### config.mk
export PLATFORM = sky130hd
export DESIGN_NAME = inta_sequencer
export DESIGN_NICKNAME = d
export VERILOG_FILES = /design/src/rtl/inta_sequencer.sv
export SDC_FILE = /design/constraint.sdc
export NUM_CORES = 1
export LEC_CHECK = 0
export BUFFER_PORTS_ARGS = -buffer_cell sky130_fd_sc_hd__buf_2
export CORE_ASPECT_RATIO = 1.5
export CORE_MARGIN = 1
export CORE_UTILIZATION = 48
export CTS_BUF_LIST = sky130_fd_sc_hd__clkbuf_2 sky130_fd_sc_hd__clkbuf_4 sky130_fd_sc_hd__clkbuf_8
export DETAILED_ROUTE_END_ITERATION = 16
export HOLD_SLACK_MARGIN = 0.12
export PLACE_DENSITY = 0.69
export SETUP_SLACK_MARGIN = 0.5
export SYNTH_ARGS = -nofsm -noshare
export SYNTH_HDL_FRONTEND = slang
export SYNTH_SLANG_ARGS = --single-unit
### constraint.sdc
create_clock -name clk -period 3 [get_ports clk]
set_input_delay 0.6 -clock clk [delete_from_list [all_inputs] [get_ports clk]]
set_output_delay 0.6 -clock clk [all_outputs]
set_load 0.05 [all_outputs]
### src/rtl/inta_sequencer.sv
// Acknowledge-cycle controller for an 8259A-style PIC: raises INT, runs the
// two-pulse INTA sequence, owns the In-Service Register and EOI/AEOI handling.
module inta_sequencer #(
    parameter int unsigned SYNC_STAGES    = 2,
    parameter int unsigned SPURIOUS_LEVEL = 7
) (
    input  logic       clk,
    input  logic       rst_n,
    input  logic       INT_REQ,
    input  logic [2:0] REQ_LEVEL,
    input  logic       INTA_N,
    input  logic [4:0] VECTOR_BASE,
    input  logic       AEOI,
    input  logic       EOI,
    input  logic       EOI_SPECIFIC,
    input  logic [2:0] EOI_LEVEL,
    output logic       INT,
    output logic [7:0] ISR,
    output logic [7:0] IRR_CLR,
    output logic [7:0] DATA_OUT,
    output logic       DATA_OE,
    output logic       BUSY
);

    typedef enum logic [2:0] {
        IDLE  = 3'd0,
        ARMED = 3'd1,
        ACK1  = 3'd2,
        WAIT2 = 3'd3,
        ACK2  = 3'd4
    } state_t;

    state_t                 state_q, state_d;
    logic [SYNC_STAGES-1:0] sync_q;
    logic [SYNC_STAGES-1:0] fill_q;
    logic                   inta_prev_q;
    logic                   seen_high_q;
    logic                   sync_inta;
    logic                   inta_fall;
    logic                   inta_rise;
    logic [2:0]             lvl_q, lvl_d;
    logic                   valid_q, valid_d;
    logic                   isr_set, aeoi_clr;
    logic [3:0]             highest_isr;
    logic                   eligible;
    logic [7:0]             isr_d, irr_clr_d, data_out_d;
    logic                   int_d, busy_d, oe_d;

    function automatic logic [3:0] lowest_set(input logic [7:0] v);
        lowest_set = 4'd8;
        for (int i = 7; i >= 0; i--) begin
            if (v[i]) lowest_set = 4'(i);
        end
    endfunction

    // INTA_N synchronizer; fill_q marks when the chain holds real pin samples so
    // a pin held low through reset never fakes a falling edge.
    always_ff @(posedge clk or negedge rst_n) begin
        if (!rst_n) begin
            sync_q      <= '1;
            fill_q      <= '0;
            inta_prev_q <= 1'b1;
            seen_high_q <= 1'b0;
        end else begin
            sync_q      <= {sync_q[SYNC_STAGES-2:0], INTA_N};
            fill_q      <= {fill_q[SYNC_STAGES-2:0], 1'b1};
            inta_prev_q <= sync_inta;
            if (fill_q[SYNC_STAGES-1] && sync_inta) seen_high_q <= 1'b1;
        end
    end

    assign sync_inta   = sync_q[SYNC_STAGES-1];
    assign inta_fall   = seen_high_q && inta_prev_q && !sync_inta;
    assign inta_rise   = !inta_prev_q && sync_inta;
    assign highest_isr = lowest_set(ISR);
    assign eligible    = INT_REQ && ({1'b0, REQ_LEVEL} < highest_isr);

    always_ff @(posedge clk or negedge rst_n) begin
        if (!rst_n) begin
            state_q  <= IDLE;
            lvl_q    <= 3'd0;
            valid_q  <= 1'b0;
            ISR      <= 8'h00;
            IRR_CLR  <= 8'h00;
            INT      <= 1'b0;
            BUSY     <= 1'b0;
            DATA_OE  <= 1'b0;
            DATA_OUT <= 8'h00;
        end else begin
            state_q  <= state_d;
            lvl_q    <= lvl_d;
            valid_q  <= valid_d;
            ISR      <= isr_d;
            IRR_CLR  <= irr_clr_d;
            INT      <= int_d;
            BUSY     <= busy_d;
            DATA_OE  <= oe_d;
            DATA_OUT <= data_out_d;
        end
    end

    always_comb begin
        state_d  = state_q;
        lvl_d    = lvl_q;
        valid_d  = valid_q;
        isr_set  = 1'b0;
        aeoi_clr = 1'b0;

        case (state_q)
            IDLE: begin
                if (inta_fall) begin
                    state_d = ACK1;
                    lvl_d   = 3'(SPURIOUS_LEVEL);
                    valid_d = 1'b0;
                end else if (eligible) begin
                    state_d = ARMED;
                end
            end
            ARMED: begin
                if (inta_fall) begin
                    state_d = ACK1;
                    lvl_d   = REQ_LEVEL;
                    valid_d = eligible;
                    isr_set = eligible;
                end else if (!eligible) begin
                    state_d = IDLE;
                end
            end
            ACK1:  if (inta_rise) state_d = WAIT2;
            WAIT2: if (inta_fall) state_d = ACK2;
            ACK2: begin
                if (inta_rise) begin
                    state_d  = IDLE;
                    aeoi_clr = AEOI && valid_q;
                end
            end
            default: state_d = IDLE;
        endcase

        // Clears (EOI, AEOI) apply before the acknowledge set, so a set wins.
        isr_d = ISR;
        if (EOI && (ISR != 8'h00)) begin
            if (EOI_SPECIFIC) isr_d[EOI_LEVEL]        = 1'b0;
            else              isr_d[highest_isr[2:0]] = 1'b0;
        end
        if (aeoi_clr) isr_d[lvl_q] = 1'b0;
        if (isr_set)  isr_d[lvl_d] = 1'b1;

        irr_clr_d  = isr_set ? (8'h01 << lvl_d) : 8'h00;
        int_d      = (state_d == ARMED);
        busy_d     = (state_d == ACK1) || (state_d == WAIT2) || (state_d == ACK2);
        oe_d       = (state_d == ACK2);
        data_out_d = oe_d ? {VECTOR_BASE, lvl_d} : 8'h00;
    end

endmodule

==> run_results.csv <==
group,metric,value,unit
global_route,overflow,0,
logic_synthesis,yosysMostFrequentCell,"dfrtp_1",
critical_path,cp_max_fo,10,
clock_network,cts.sinks,40,
sta,fin_crit,2.41,ns
detailed_routing,drt_iter0_markers,55,
placed_design,dp_hpwl,3370,µm
logic_synthesis,yosysUniqueCellTypes,52,
clock_network,path_clk_slew,0.08,ns
detailed_routing,via_per_inst,6.05,
logic_synthesis,ys_seq_area_share,52.2,%
sta,setup_tns,0,ns
global_route,grt_pass1_wl,6780,µm
clock_network,htreeDepth,2,
global_route,grt_max_degree,41,
cells_and_area,area_growth,20.2,%
sta,setup_viol,0,
floorplan,initial_core_util,51.3,%
sta,rsz0062_at_grt,"no",
sta,slew_headroom,39.4,%
power,p_seq_share,41.4,%
logic_synthesis,synth_area,1920,µm²
logic_synthesis,postSynth.asyncResetShare,100,%
placed_design,globalplace.congestion,0.843,
critical_path,critPathLaunchType,"flip-flop",
placed_design,place_ws,0.514,ns
global_route,antenna_found_initial,0,
power,cellLeakagePower,0.00114,µW
logic_synthesis,synth.top_cells.by_count,"37 x dfrtp_1, 12 x nand2_1, 12 x nor2_1",
logic_synthesis,synth_area_leader_cell,"dfrtp_1",
power,p_clk_share,20.8,%
clock_network,cts_tree,"done",
cells_and_area,final_cells,265,
floorplan,core_area,3750,µm²
sta,fin_crit_sh,80.3,%
logic_synthesis,synthTopCellsByArea,"dfrtp_1 48%, dfstp_2 4.1%, and2_1 2.6%",
clock_network,clkLatencyLatePin,0.29,ns
floorplan,die_y,79.5,µm
power,netSwitchingFraction,41.3,%
clock_network,cts_buffers,5,
clock_network,clk_path_buf_depth,2,
placed_design,io_buffers,44,
critical_path,critPathRequiredTime,3.18,ns
global_route,globalRouteTotalUtil,22.7,%
detailed_routing,first_pass_iters,4,
sta,hold_viol,0,
cells_and_area,n_fill_cell,330,
floorplan,num_rows,27,
sta,worstMarginPinSlew,0.906,ns
logic_synthesis,ys_ff_latch,40,
detailed_routing,wl_per_cell,17.6,µm
cells_and_area,final-seq-area,1010,µm²
run_status,outcome,"finished, final reports clean",
logic_synthesis,synth.top_cell.area_share,48.1,%
hold_path,hold_path_class,"flip-flop to flip-flop",
detailed_routing,wl,4650,µm
floorplan,die_area,4270,µm²
placed_design,placedCellCount,254,
critical_path,critical_path_class,"flip-flop to flip-flop",
detailed_routing,ant_nets,0,
power,peakVddDrop,622,µV
sta,worst_slack,0.590,ns
power,cellPowerDensity,753,nW/µm²
placed_design,placed_cell_area,2170,µm²
critical_path,critPathArrivalTime,2.59,ns
cells_and_area,antenna_cells,0,
power,p_int,1020,µW
floorplan,io_pins,45,
detailed_routing,dr_total_vias,1604,
cells_and_area,layout-drive-gt1-share,35.6,%
global_route,grt_pass1_vias,1485,
logic_synthesis,avgSynthCellArea,11.1,µm²
sta,fmax,415,MHz
floorplan,die_x,53.7,µm
cells_and_area,finalInstanceArea,2310,µm²
critical_path,end_kind,"flip-flop",
sta,holdWs,0.353,ns
logic_synthesis,synth_enable_flop_cells,0,
power,net-switching-power,719,µW
logic_synthesis,ys.flop_type,"dfrtp_1",
run,drv_cap,0,
logic_synthesis,netlist_instances,173,
logic_synthesis,syn_nets,193,
logic_synthesis,ys_warn_count,0,
cells_and_area,multi_input_area,903,µm²
detailed_routing,drc,0,
cells_and_area,final_nets,241,
sta,clock_skew,0.00468,ns
sta,maxSlewViolCount,0,
power,combPwrFrac,37.8,%
clock_network,cts-root-buf,"clkbuf_8",
[final cells by class]
type / count / share of cell area, %
Timing Repair Buffer: 46 / 10.2
Tap cell: 43 / 2.33
Multi-Input combinational cell: 122 / 39.0
Clock buffer: 6 / 3.57
Inverter: 6 / 0.973
Sequential cell: 40 / 43.5
Clock inverter: 2 / 0.433
[through the flow]
| stage | total power, µW | util (%) |
|---|---|---|
| 2_1_floorplan | 1190 | - |
| 3_3_place_gp | 1310 | 57.8 |
| 3_5_place_dp | 1340 | 57.8 |
| 4_1_cts | 1700 | 60.5 |
| 5_1_grt | 1830 | 61.7 |
| 6_report | 1740 | 61.7 |
[layout by cell type (no fill, tap or decap), types with 4 or more instances in the layout]
master,n
nor2b_1,4
inv_1,6
nand2b_1,6
o31ai_1,4
buf_2,44
nor2_1,12
nor3_1,6
dfrtp_1,36
o21ai_0,7
nand2_1,12
nor4_1,4
clkbuf_8,6
and2_1,8
[power by group through the flow]
stage	Sequential (µW)	Combinational (µW)	Clock (µW)
3_5_place_dp	730	608	0
4_1_cts	720	612	371
5_1_grt	733	707	394
6_report	722	658	363
2_1_floorplan	827	362	0
3_3_place_gp	722	593	0
[critical path, cell delays in order (launching register included)]
cell and delay (ns):
dfrtp_2 0.49, nor4_4 0.35, or2b_1 0.27, ha_1 0.27
o21a_1 0.14, o21ai_4 0.21, a22oi_4 0.17, a2111oi_2 0.40
[logic make-up after synthesis]
kind of cell,share of synthesized area (%)
other cells,0.195
flops,52.2
simple gates,25.6
compound gates,17.6
buf+inv,3.06
fa+ha+maj,1.30
[sequential cells by signal, indices dropped and copies added (netlist names)]
| signal | flops |
|---|---|
| BUSY | 1 |
| state_q | 3 |
| ISR | 8 |
| INT | 1 |
| valid_q | 1 |
| DATA_OE | 1 |
| fill_q | 2 |
| seen_high_q | 1 |
| DATA_OUT | 8 |
| sync_q | 2 |
| lvl_q | 3 |
| inta_prev_q | 1 |
| IRR_CLR | 8 |
[metal layers]
layer,up-vias,GRT usage [%],routed length [µm]
li1,740,-,-
met1,785,22.0,1700
met2,68,42.5,2630
met3,11,4.00,179
met4,0,11.6,136
met5,-,0,0
[timing repair]
action                     in CTS  in global routing
buffers inserted                0                  2
gates cloned                    0                  1
gates resized for setup         1                  3
setup endpoints to repair       1                 11
pin swaps                       0                  3
hold buffers                    0                  0
[final timing paths]
path | start | to | slack (ns) | cells after the start
worst min-delay path | fill_q[0] | fill_q[1] | 0.35 | 0
worst min register to register | fill_q[0] | fill_q[1] | 0.35 | 0
min in group asynchronous | rst_n | fill_q[0] | 0.42 | 1
max in group asynchronous | rst_n | ISR[0] | 2.01 | 1
worst max-delay path | ISR[0] | state_q[0] | 0.59 | 7
worst max register to register | ISR[0] | state_q[0] | 0.59 | 7
(Power assumes the default switching activity.)
